## src/rtl/sorter_ctrl_axil_master.sv

```systemverilog
// AXI4-Lite host sequencer for the merger-tree kernel: programs the run registers,
// writes ap_start, then polls CTRL until ap_done and reports the outcome.
module sorter_ctrl_axil_master #(
    parameter int C_ADDR_WIDTH = 6,
    parameter int C_DATA_WIDTH = 32,
    parameter int C_POLL_GAP   = 8,
    parameter int C_MAX_POLLS  = 0
) (
    input  logic                        ap_clk,
    input  logic                        areset,
    input  logic                        cmd_start,
    input  logic [63:0]                 cmd_size,
    input  logic [7:0]                  cmd_num_pass,
    input  logic [63:0]                 cmd_in_ptr,
    input  logic [63:0]                 cmd_out_ptr,
    output logic                        cmd_ready,
    output logic                        run_done,
    output logic [1:0]                  run_err,
    output logic                        m_awvalid,
    input  logic                        m_awready,
    output logic [C_ADDR_WIDTH-1:0]     m_awaddr,
    output logic                        m_wvalid,
    input  logic                        m_wready,
    output logic [C_DATA_WIDTH-1:0]     m_wdata,
    output logic [C_DATA_WIDTH/8-1:0]   m_wstrb,
    input  logic                        m_bvalid,
    output logic                        m_bready,
    input  logic [1:0]                  m_bresp,
    output logic                        m_arvalid,
    input  logic                        m_arready,
    output logic [C_ADDR_WIDTH-1:0]     m_araddr,
    input  logic                        m_rvalid,
    output logic                        m_rready,
    input  logic [C_DATA_WIDTH-1:0]     m_rdata,
    input  logic [1:0]                  m_rresp
);

    typedef enum logic [2:0] {IDLE, WR_AW_W, WR_B, POLL_AR, POLL_R, POLL_WAIT} state_t;

    state_t                    r_state;
    logic                      r_cmd_ready, r_run_done;
    logic [1:0]                r_run_err;
    logic [63:0]               r_size, r_in_ptr, r_out_ptr;
    logic [7:0]                r_num_pass;
    logic [2:0]                r_idx;
    logic                      r_issued, r_aw_done, r_w_done;
    logic                      r_awvalid, r_wvalid, r_bready, r_arvalid, r_rready;
    logic [C_ADDR_WIDTH-1:0]   r_awaddr;
    logic [C_DATA_WIDTH-1:0]   r_wdata;
    logic [31:0]               r_gap_cnt, r_poll_cnt;
    logic [C_ADDR_WIDTH-1:0]   w_reg_addr;
    logic [C_DATA_WIDTH-1:0]   w_reg_data;
    logic                      w_aw_ok, w_w_ok;
    logic                      w_unused;

    // Register program: r_idx walks the write list, ap_start (CTRL=1) last
    always_comb begin
        w_reg_addr = '0;
        w_reg_data = 32'h1;
        case (r_idx)
            3'd0: begin w_reg_addr = C_ADDR_WIDTH'(8'h10); w_reg_data = r_size[31:0];         end
            3'd1: begin w_reg_addr = C_ADDR_WIDTH'(8'h14); w_reg_data = r_size[63:32];        end
            3'd2: begin w_reg_addr = C_ADDR_WIDTH'(8'h1C); w_reg_data = {24'b0, r_num_pass};  end
            3'd3: begin w_reg_addr = C_ADDR_WIDTH'(8'h24); w_reg_data = r_in_ptr[31:0];       end
            3'd4: begin w_reg_addr = C_ADDR_WIDTH'(8'h28); w_reg_data = r_in_ptr[63:32];      end
            3'd5: begin w_reg_addr = C_ADDR_WIDTH'(8'h30); w_reg_data = r_out_ptr[31:0];      end
            3'd6: begin w_reg_addr = C_ADDR_WIDTH'(8'h34); w_reg_data = r_out_ptr[63:32];     end
            default: begin w_reg_addr = '0; w_reg_data = 32'h1; end
        endcase
    end

    assign w_aw_ok  = r_aw_done || (r_awvalid && m_awready);
    assign w_w_ok   = r_w_done  || (r_wvalid  && m_wready);
    assign w_unused = ^{m_rdata[C_DATA_WIDTH-1:2], m_rdata[0]};

    always_ff @(posedge ap_clk) begin
        if (areset) begin
            r_state     <= IDLE;
            r_cmd_ready <= 1'b0;
            r_run_done  <= 1'b0;
            r_run_err   <= 2'd0;
            r_size      <= '0;
            r_in_ptr    <= '0;
            r_out_ptr   <= '0;
            r_num_pass  <= '0;
            r_idx       <= '0;
            r_issued    <= 1'b0;
            r_aw_done   <= 1'b0;
            r_w_done    <= 1'b0;
            r_awvalid   <= 1'b0;
            r_wvalid    <= 1'b0;
            r_bready    <= 1'b0;
            r_arvalid   <= 1'b0;
            r_rready    <= 1'b0;
            r_awaddr    <= '0;
            r_wdata     <= '0;
            r_gap_cnt   <= '0;
            r_poll_cnt  <= '0;
        end else begin
            r_run_done <= 1'b0;
            case (r_state)
                IDLE: begin
                    r_cmd_ready <= 1'b1;
                    if (cmd_start && r_cmd_ready) begin
                        r_size      <= cmd_size;
                        r_num_pass  <= cmd_num_pass;
                        r_in_ptr    <= cmd_in_ptr;
                        r_out_ptr   <= cmd_out_ptr;
                        r_run_err   <= 2'd0;
                        r_idx       <= 3'd0;
                        r_issued    <= 1'b0;
                        r_cmd_ready <= 1'b0;
                        r_state     <= WR_AW_W;
                    end
                end
                WR_AW_W: begin
                    if (!r_issued) begin
                        r_issued  <= 1'b1;
                        r_awvalid <= 1'b1;
                        r_wvalid  <= 1'b1;
                        r_awaddr  <= w_reg_addr;
                        r_wdata   <= w_reg_data;
                    end else begin
                        if (r_awvalid && m_awready) begin
                            r_awvalid <= 1'b0;
                            r_aw_done <= 1'b1;
                        end
                        if (r_wvalid && m_wready) begin
                            r_wvalid <= 1'b0;
                            r_w_done <= 1'b1;
                        end
                        if (w_aw_ok && w_w_ok) begin
                            r_aw_done <= 1'b0;
                            r_w_done  <= 1'b0;
                            r_issued  <= 1'b0;
                            r_bready  <= 1'b1;
                            r_state   <= WR_B;
                        end
                    end
                end
                WR_B: begin
                    if (m_bvalid) begin
                        r_bready <= 1'b0;
                        if (m_bresp != 2'b00) begin
                            r_run_err   <= 2'd1;
                            r_run_done  <= 1'b1;
                            r_cmd_ready <= 1'b1;
                            r_state     <= IDLE;
                        end else if (r_idx == 3'd7) begin
                            r_poll_cnt <= '0;
                            r_state    <= POLL_AR;
                        end else begin
                            r_idx   <= r_idx + 3'd1;
                            r_state <= WR_AW_W;
                        end
                    end
                end
                POLL_AR: begin
                    if (!r_issued) begin
                        r_issued  <= 1'b1;
                        r_arvalid <= 1'b1;
                    end else if (m_arready) begin
                        r_issued  <= 1'b0;
                        r_arvalid <= 1'b0;
                        r_rready  <= 1'b1;
                        r_state   <= POLL_R;
                    end
                end
                POLL_R: begin
                    if (m_rvalid) begin
                        r_rready <= 1'b0;
                        if (m_rresp != 2'b00 || m_rdata[1]
                            || (C_MAX_POLLS > 0 && r_poll_cnt == 32'(C_MAX_POLLS - 1))) begin
                            r_run_err   <= (m_rresp != 2'b00) ? 2'd2 : (m_rdata[1] ? 2'd0 : 2'd3);
                            r_run_done  <= 1'b1;
                            r_cmd_ready <= 1'b1;
                            r_state     <= IDLE;
                        end else begin
                            r_poll_cnt <= r_poll_cnt + 32'd1;
                            r_gap_cnt  <= '0;
                            r_state    <= (C_POLL_GAP == 0) ? POLL_AR : POLL_WAIT;
                        end
                    end
                end
                POLL_WAIT: begin
                    if (r_gap_cnt == 32'(C_POLL_GAP - 1))
                        r_state <= POLL_AR;
                    else
                        r_gap_cnt <= r_gap_cnt + 32'd1;
                end
                default: r_state <= IDLE;
            endcase
        end
    end

    assign cmd_ready = r_cmd_ready;
    assign run_done  = r_run_done;
    assign run_err   = r_run_err;
    assign m_awvalid = r_awvalid;
    assign m_awaddr  = r_awaddr;
    assign m_wvalid  = r_wvalid;
    assign m_wdata   = r_wdata;
    assign m_wstrb   = '1;
    assign m_bready  = r_bready;
    assign m_arvalid = r_arvalid;
    assign m_araddr  = '0;
    assign m_rready  = r_rready;

endmodule

```

## config.mk

```make
export PLATFORM = sky130hd
export DESIGN_NAME = sorter_ctrl_axil_master
export DESIGN_NICKNAME = d
export VERILOG_FILES = /design/src/rtl/sorter_ctrl_axil_master.sv
export SDC_FILE = /design/constraint.sdc
export NUM_CORES = 1
export LEC_CHECK = 0
export BUFFER_PORTS_ARGS = -buffer_cell sky130_fd_sc_hd__buf_2
export CELL_PAD_IN_SITES_DETAIL_PLACEMENT = 1
export CELL_PAD_IN_SITES_GLOBAL_PLACEMENT = 1
export CORE_MARGIN = 4
export CORE_UTILIZATION = 39
export CTS_CLUSTER_DIAMETER = 100
export DETAILED_ROUTE_END_ITERATION = 10
export MAX_ROUTING_LAYER = met4
export PLACE_DENSITY = 0.89
export SYNTH_ARGS = -nofsm -noshare
export SYNTH_HDL_FRONTEND = slang
export SYNTH_SLANG_ARGS = --single-unit
```

## constraint.sdc

```tcl
create_clock -name ap_clk -period 3.6 [get_ports ap_clk]
set_input_delay 0.36 -clock ap_clk [delete_from_list [all_inputs] [get_ports ap_clk]]
set_output_delay 0.36 -clock ap_clk [all_outputs]
set_load 0.005 [all_outputs]
```

After elaboration in Yosys (flattened, before gate mapping) --
Cells that the tools add are included.
Storage, ports and cells: logic and storage cells 153, register bits after elaboration 288
Operators by class: add/subtract/negate cells 2, bitwise gates (word level) 1, equality and inequality tests 30, reductions and logical operators 34, multiplexer cells 66
Operators by type and width (number):
- $pmux 32 s7 | 1
- $mux 32 | 3
- $pmux 32 s2 | 1
- $pmux 6 s7 | 1
- $mux 3 | 13
- $add 32x1->32 const B | 1
- $eq 32x3->1 const B | 1
- $mux 1 | 30
- $ne 2x2->1 const B | 15
- $eq 3x3->1 const B | 6
- $mux 2 | 9
- $pmux 3 s6 | 1
- $reduce_bool 2->1 | 8
- $eq 3x2->1 const B | 4
- $reduce_and 2->1 | 6
- $reduce_and 4->1 | 3
- $reduce_and 5->1 | 2
- $reduce_and 8->1 | 1
- $eq 3x1->1 const B | 2
- $logic_not 3->1 | 2
- $pmux 1 s2 | 3
- $pmux 1 s3 | 2
- $pmux 2 s3 | 1
- $pmux 3 s2 | 1
- other kinds (8) | 16

Longest topological paths before layout --
Gate-level depths: netlist of run 1.
word-level depth 6, mapped depth 11

Least setup slack after synthesis of run 1 --
Ideal clock, no wire load.
path kind reg-to-reg, start reg r_idx[2], end reg r_wdata[1] (netlist: m_wdata[1]), setup time 0.128 ns, path buffers 5, clock period less this slack 2.637 ns, arrival 2.509 ns, path slack 0.963 ns, stages on the path, launching flop included 12, path through dfxtp_1 clkbuf_1 buf_2 buf_2 inv_2 ha_1 clkbuf_1 o41ai_1 clkbuf_1 nor2_1 a21oi_1 nor2_1
Between the ends: cells in the longest elaborated chain, start to end 2, elaborated cells between the ends (all ways) 8, classes of those cells 6 x eq/ne; 1 x mux; 1 x reduce/logical
Ends and longest elaborated chain:
- start: declaration | line 45 | logic [2:0] r_idx;
- start signal: assignment | line 153 | r_idx <= r_idx + 3'd1;
- $eq 3x3->1 (tied with other cells) | line 60 | case (r_idx)
- $pmux 32 s7 (*) | line 60
- end signal: assignment | line 122 | r_wdata <= w_reg_data;
- end: declaration | line 49 | logic [C_DATA_WIDTH-1:0] r_wdata;
Every way passes the cells marked *; elsewhere a longest branch is shown, timed or not. A chain may end at the register's enable or synchronous reset.

Worst setup path in the final report of run 1 --
start reg r_idx[2], end reg r_wdata[14] (netlist: m_wdata[14])
The elaborated chain is that of the path after synthesis.

==> results of run 1 <==
[path summary, 6_finish.rpt]
kind                                 from  slack, ps                         to  cells past startpoint
setup / recovery    r_idx[2]$_SDFFE_PP0P_        920   m_wdata[14]$_SDFFE_PP0P_                      7
hold / removal             cmd_out_ptr[9]         80  r_out_ptr[9]$_SDFFE_PP0P_                      3
setup reg to reg    r_idx[2]$_SDFFE_PP0P_        920   m_wdata[14]$_SDFFE_PP0P_                      7
hold reg to reg   r_size[10]$_SDFFE_PP0P_        450    r_size[10]$_SDFFE_PP0P_                      2
[per-stage QoR]
step | hold WS (ps) | util [%] | instances | power, W
after floorplan | 432.9 | - | 1548 | 0.005072
final | 76.34 | 48.37 | 2163 | 0.009225
after global routing | 64.43 | 48.37 | 2163 | 0.009674
after global placement | 439.7 | 44.44 | 2085 | 0.005617
after CTS | 60.82 | 48.20 | 2142 | 0.009274
after detailed placement | 447.3 | 44.44 | 2085 | 0.005724
[layout by cell type, fill, tap and decap left out, types with 3 or more instances in the layout]
| cell | n |
|---|---|
| a22oi_1 | 3 |
| a31oi_1 | 15 |
| nor2_1 | 84 |
| clkinv_2 | 3 |
| nor4_1 | 7 |
| a41oi_1 | 5 |
| and3_1 | 3 |
| a21oi_1 | 301 |
| xnor2_1 | 9 |
| clkbuf_1 | 4 |
| nand2_1 | 466 |
| ha_1 | 4 |
| ha_2 | 3 |
| dfxtp_1 | 285 |
| nand4_1 | 9 |
| mux2i_1 | 8 |
| inv_1 | 7 |
| mux2_2 | 49 |
| o21ai_0 | 6 |
| a211oi_1 | 6 |
| buf_2 | 256 |
| conb_1 | 12 |
| nand3_1 | 16 |
| diode_2 | 21 |
| a222oi_1 | 35 |
| buf_12 | 4 |
| a31o_1 | 3 |
| a41o_1 | 4 |
| clkbuf_8 | 10 |
| nor3b_1 | 3 |
| nor3_1 | 11 |
| clkbuf_16 | 36 |
| nand2b_1 | 5 |
| nor2b_1 | 4 |
| and2_1 | 7 |
| a221oi_1 | 6 |
| buf_4 | 13 |
[report_power, final]
group          switching (W)  internal (W)  total [W]  leakage, nW
sequential          0.000275       0.00354    0.00381         2.32
clock                0.00138       0.00215    0.00353        0.567
combinational        0.00123      0.000657    0.00188         2.80
total                0.00288       0.00635    0.00923         5.68
[kinds of logic (layout without fill, tap and decap cells)]
group                    Yosys count  in the layout
flip-flops                       286            286
XOR/XNOR                           9              9
AND/OR/NAND/NOR                  636            636
AO/OA/AOI/OAI                    400            400
other                              2             33
buffers and inverters            141            339
adder cells (fa/ha/maj)            7              7
multiplexers                      57             57
[area by class of cell]
class / count / share of cell area [%]
timing repair buffer: 274 / 9.927
clock inverter: 8 / 0.7759
inverter: 8 / 0.2024
sequential: 286 / 38.62
antenna: 21 / 0.3542
tap: 396 / 3.340
clock buffer: 49 / 7.009
multi-input combinational: 1121 / 39.77
[state kept, by name (all words and copies together), names as in the netlist, 3 cells and up]
signal / count
r_in_ptr: 64
r_num_pass: 8
m_wdata: 32
r_state: 3
r_gap_cnt: 32
r_size: 64
m_awaddr: 4
r_out_ptr: 64
r_idx: 3
[routing by layer]
layer	share of wire, %	track usage [%]	wire length [um]	up-vias
li1	-	-	-	5643
met1	41	27.77	16930	5666
met2	48	39.87	19990	372
met3	7.4	6.315	3046	89
met4	3.4	8.632	1389	0
met5	0	-	0	-
[worst reg2reg max path: stages, from the launching register on]
cell	delay [ps]
dfxtp_4	570
inv_2	220
ha_2	540
o41ai_2	420
buf_4	460
a21oi_1	130
a21oi_1	170
nor2_1	60
==> impl_metrics.env, run 1 <==
export IMPL_status="completed"
export IMPL_antenna_found_initial=20
export IMPL_yosysMostFrequentCell="nand2_1"
export IMPL_cts_sinks=286
export IMPL_post_cts_buffers=0
export IMPL_period_share_pct=74.57
export IMPL_netlist_top_cells_area="dfxtp_1, nand2_1, a21oi_1"
export IMPL_cts_buffers=34
export IMPL_place_congestion=0.8357
export IMPL_vias_per_cell=5.442
export IMPL_cts_tree="yes"
export IMPL_dpl_hpwl_um=27290
export IMPL_clk_latency_ps=520
export IMPL_clkTransAtPathRegs_ps=60
export IMPL_crit_chain="inv_2 > ha_2 > o41ai_2 > buf_4 > a21oi_1 > a21oi_1 > nor2_1"
export IMPL_dr_total_vias=11770
export IMPL_clockBufferDepth=3
export IMPL_final_max_slew_viol_count=0
export IMPL_ys_types=61
export IMPL_yosysSeqAreaShare_pct=47.04
export IMPL_fin_setup_tns_ps=0
export IMPL_portBuffers=257
export IMPL_muxShareOfSynthArea_pct=5.192
export IMPL_synth_top_family_by_area="simple AND/OR/NAND/NOR gates"
export IMPL_grt_max_degree=134
export IMPL_finalInstanceArea_sq_mm=0.01484
export IMPL_synth_top_area_share_pct=47.04
export IMPL_grt_use_total_pct=23.88
export IMPL_synth_commonest_cells="nand2_1, a21oi_1, dfxtp_1"
export IMPL_drt_iter0_drc=839
export IMPL_nets=1976
export IMPL_nFillCells=3774
export IMPL_clock_skew_ps=25.97
export IMPL_relSlewSlack_pct=25.43
export IMPL_synth_xor_area_share_pct=0.6477
export IMPL_wl_per_cell_um=19.12
export IMPL_cp_arrival_ps=3070
export IMPL_crit_top_cell="a21oi_1"
export IMPL_p_leak_nw=5.684
export IMPL_cts_max_level=2
export IMPL_synth_area_leader_cell="dfxtp_1"
export IMPL_yosys_warnings=0
export IMPL_drc=0
export IMPL_wl_um=41360
export IMPL_dieArea_sq_mm=0.03410
export IMPL_drt_antenna_violating_nets=0
export IMPL_grt_overflow=0
export IMPL_critPathRequiredTime_ps=3980
export IMPL_grt_pass1_vias=12400
export IMPL_fmax_mhz=372.5
export IMPL_avgSynthCellArea_sq_um=7.913
export IMPL_synth_compound_area_share_pct=19.37
export IMPL_synth_flop_cell="dfxtp_1"
export IMPL_cp_slowest_cell="dfxtp_4"
export IMPL_die_w_um=184.7
export IMPL_synth_edff_count=0
export IMPL_max_stage_delay_ps=570
export IMPL_cp_num_buf_inv=2
export IMPL_pwr_density_cell_mw_per_mm2=621.9
export IMPL_grt_pass1_wl_um=64180
export IMPL_synth_adder_area_share_pct=0.7196
export IMPL_maxCapViolations=0
export IMPL_setup_worst_path_end_class="flop"
export IMPL_netlist_instances=1538
export IMPL_synth_area_sq_mm=0.01217
export IMPL_coreArea_sq_mm=0.03067
export IMPL_async_flop_share_pct=0
export IMPL_post_dp_cell_area_sq_mm=0.01363
export IMPL_setup_viol=0
export IMPL_criticalPathCategory="flop to flop"
export IMPL_peakVddDrop_mv=0.2931
export IMPL_rows=64
export IMPL_final_seq_area_sq_mm=0.005729
export IMPL_cts_resized=0
export IMPL_die_height_um=184.7
export IMPL_drt_pass1_iterations=9
export IMPL_ctsRootBufferMaster="clkbuf_16"
export IMPL_min_period_ps=2685
export IMPL_drive_gt1_share_pct=22.97
export IMPL_startpoint_type="flop"
export IMPL_min_path_type="input port to flop"
export IMPL_worstMarginPinSlew_ps=1119
export IMPL_multi_input_comb_area_sq_mm=0.005901
export IMPL_finalHoldViolCount=0
export IMPL_area_growth_pct=21.90
export IMPL_synth_simple_area_share_pct=21.89
export IMPL_initial_core_util_pct=39.68
export IMPL_cp_max_fo=34
export IMPL_ios=301
export IMPL_crit_family="compound AO/OA/AOI/OAI gates"
export IMPL_ys_ff_latch=286
export IMPL_pre_cts_ws_ps=951.3
export IMPL_postCtsHoldBufs=0
export IMPL_rsz0062_at_grt="no"
export IMPL_layout_setup_ws_ps=915.4
No activity file was read; power rests on OpenSTA's default activity.
==> run 2: changes to the inputs <==
Settings changed: CORE_UTILIZATION 39 to 35, PLACE_DENSITY 0.89 to 0.85.
Clock period 3.6 ns to 2.2 ns, I/O delays scaled along.
==> impl_metrics.env, run 2 (synthesis results as in run 1) <==
export IMPL_area_growth_pct=42.06
export IMPL_clkTransAtPathRegs_ps=80
export IMPL_dr_total_vias=13900
export IMPL_worstHoldStart="m_arready"
export IMPL_fin_cells=2456
export IMPL_die_w_um=194.5
export IMPL_cp_arrival_ps=2600
export IMPL_cts_sinks=286
export IMPL_fin_setup_tns_ps=0
export IMPL_fmax_mhz=473.0
export IMPL_period_share_pct=96.10
export IMPL_dpl_hpwl_um=29050
export IMPL_status="completed"
export IMPL_startpoint_type="flop"
export IMPL_clock_skew_ps=35.60
export IMPL_drc=0
export IMPL_layout_setup_ws_ps=85.87
export IMPL_coreArea_sq_mm=0.03446
export IMPL_crit_reg2reg_launch="r_state[0]$_SDFFE_PP0P_"
export IMPL_final_cell_mix="nand2_1, a21oi_1, dfxtp_1, buf_2, dlygate4sd3_1"
export IMPL_min_delay_path_depth=4
export IMPL_drt_pass1_iterations=6
export IMPL_drt_antenna_violating_nets=0
export IMPL_rows=68
export IMPL_wl_met3_um=3920
export IMPL_cts_max_level=1
export IMPL_pwr_density_cell_mw_per_mm2=901.5
export IMPL_grt_max_degree=60
export IMPL_mostFrequentLayoutCell="nand2_1"
export IMPL_holdPathEnd="m_arvalid$_SDFFE_PP0P_"
export IMPL_maxCapViolations=0
export IMPL_criticalPathCategory="flop to flop"
export IMPL_highest_layer="met4"
export IMPL_peakVddDrop_mv=0.6622
export IMPL_die_height_um=194.5
export IMPL_ctsRootBufferMaster="clkbuf_16"
export IMPL_cp_max_fo=53
export IMPL_biggestRegsByFlops="r_in_ptr x64, r_out_ptr x64, r_size x64"
export IMPL_power_w=0.01559
export IMPL_antenna_found_initial=13
export IMPL_wl_um=57390
export IMPL_ff2ff_setup_slack_ps=90
export IMPL_grt_use_total_pct=28.85
export IMPL_portBuffers=257
export IMPL_holdWs_ps=28.68
export IMPL_vias_per_cell=5.658
export IMPL_initial_core_util_pct=35.32
export IMPL_min_period_ps=2114
export IMPL_regToRegEndpoint="r_out_ptr[46]$_SDFFE_PP0P_"
export IMPL_grt_pass1_vias=15040
export IMPL_worstMarginPinSlew_ps=522.3
export IMPL_final_max_slew_viol_count=0
export IMPL_setup_viol=0
export IMPL_clockBufferDepth=3
export IMPL_wl_met2_um=28960
export IMPL_nFillCells=4144
export IMPL_cts_tree="yes"
export IMPL_relSlewSlack_pct=65.18
export IMPL_drt_iter0_drc=1448
export IMPL_grt_pass1_wl_um=86190
export IMPL_setup_worst_path_end_class="flop"
export IMPL_pre_cts_ws_ps=-52.43
export IMPL_ios=301
export IMPL_nets=2213
export IMPL_wl_per_cell_um=23.37
export IMPL_p_leak_nw=6.724
export IMPL_finalHoldViolCount=0
export IMPL_r2r_cells=7
export IMPL_cts_buffers=31
export IMPL_wl_met1_um=21360
export IMPL_dieArea_sq_mm=0.03782
export IMPL_place_congestion=0.8384
export IMPL_critPathRequiredTime_ps=2690
export IMPL_drive_gt1_share_pct=21.91
export IMPL_grt_overflow=0
export IMPL_min_path_type="input port to flop"
export IMPL_dp_cells=2179
export IMPL_clk_latency_ps=590
## run 2: cell types whose count changed in the layout (fill, tap and decap cells not counted), sizes merged
cell | previous run | this run
inv | 8 | 9
clkinvlp | 1 | 0
bufinv | 2 | 1
diode | 21 | 16
dlygate4sd3 | 0 | 203
buf | 273 | 310
## run 2: worst max-delay path by stage
stage	start	endpoint
detailed placement	r_gap_cnt[7]$_SDFFE_PP0P_	r_gap_cnt[19]$_SDFFE_PP0P_
finish	r_state[0]$_SDFFE_PP0P_	r_out_ptr[46]$_SDFFE_PP0P_
CTS	r_gap_cnt[1]$_SDFFE_PP0P_	r_gap_cnt[28]$_SDFFE_PP0P_
global route	r_idx[0]$_SDFFE_PP0P_	m_wdata[3]$_SDFFE_PP0P_
global placement	r_idx[0]$_SDFFE_PP0P_	m_wdata[31]$_SDFFE_PP0P_
floorplan	r_idx[2]$_SDFFE_PP0P_	m_wdata[30]$_SDFFE_PP0P_
## run 2: repair_timing
action | in CTS | in global routing
pin swaps | 2 | 3
endpoints found under the hold margin | 205 | 0
setup endpoints to repair | 9 | 45
hold buffers | 203 | 0
resized for setup | 1 | 15
setup buffers | 2 | 0
## run 2: power breakdown
part	switching, W	internal, W
sequential	0.000463	0.00579
combinational	0.00252	0.00158
clock	0.00231	0.00293
## run 2: layout make-up
class                      instances  area, sq um  area share, %
tap                              455        569.3          3.293
antenna                           16        40.04         0.2316
clock buffer                      49        903.4          5.225
inverter                           8        30.03         0.1737
timing repair buffer             514         3953          22.86
sequential                       286         5732          33.15
clock inverter                     7        75.07         0.4342
multi-input combinational       1121         5987          34.63
## run 2: worst max-delay path, stage by stage (launching register included)
cell and delay [ps]:
dfxtp_1 400, buf_4 210, nor3_1 240, nor2b_4 230, buf_12 220, buf_12 280
nand2_1 140, a21oi_1 260
## run 2: per-layer routing
layer / GRT usage (%) / vias up
met3: 4.767 / 230
met1: 32.81 / 6775
met5: - / -
met4: 14.22 / 0
met2: 49.32 / 775
li1: - / 6115
## run 2: stage by stage
| step | util, % | area [sq um] |
|---|---|---|
| floorplan | - | 12260 |
| global placement | 40.99 | 14130 |
| detailed placement | 40.99 | 14130 |
| CTS | 49.82 | 17170 |
| global route | 50.16 | 17280 |
| finish | 50.17 | 17290 |
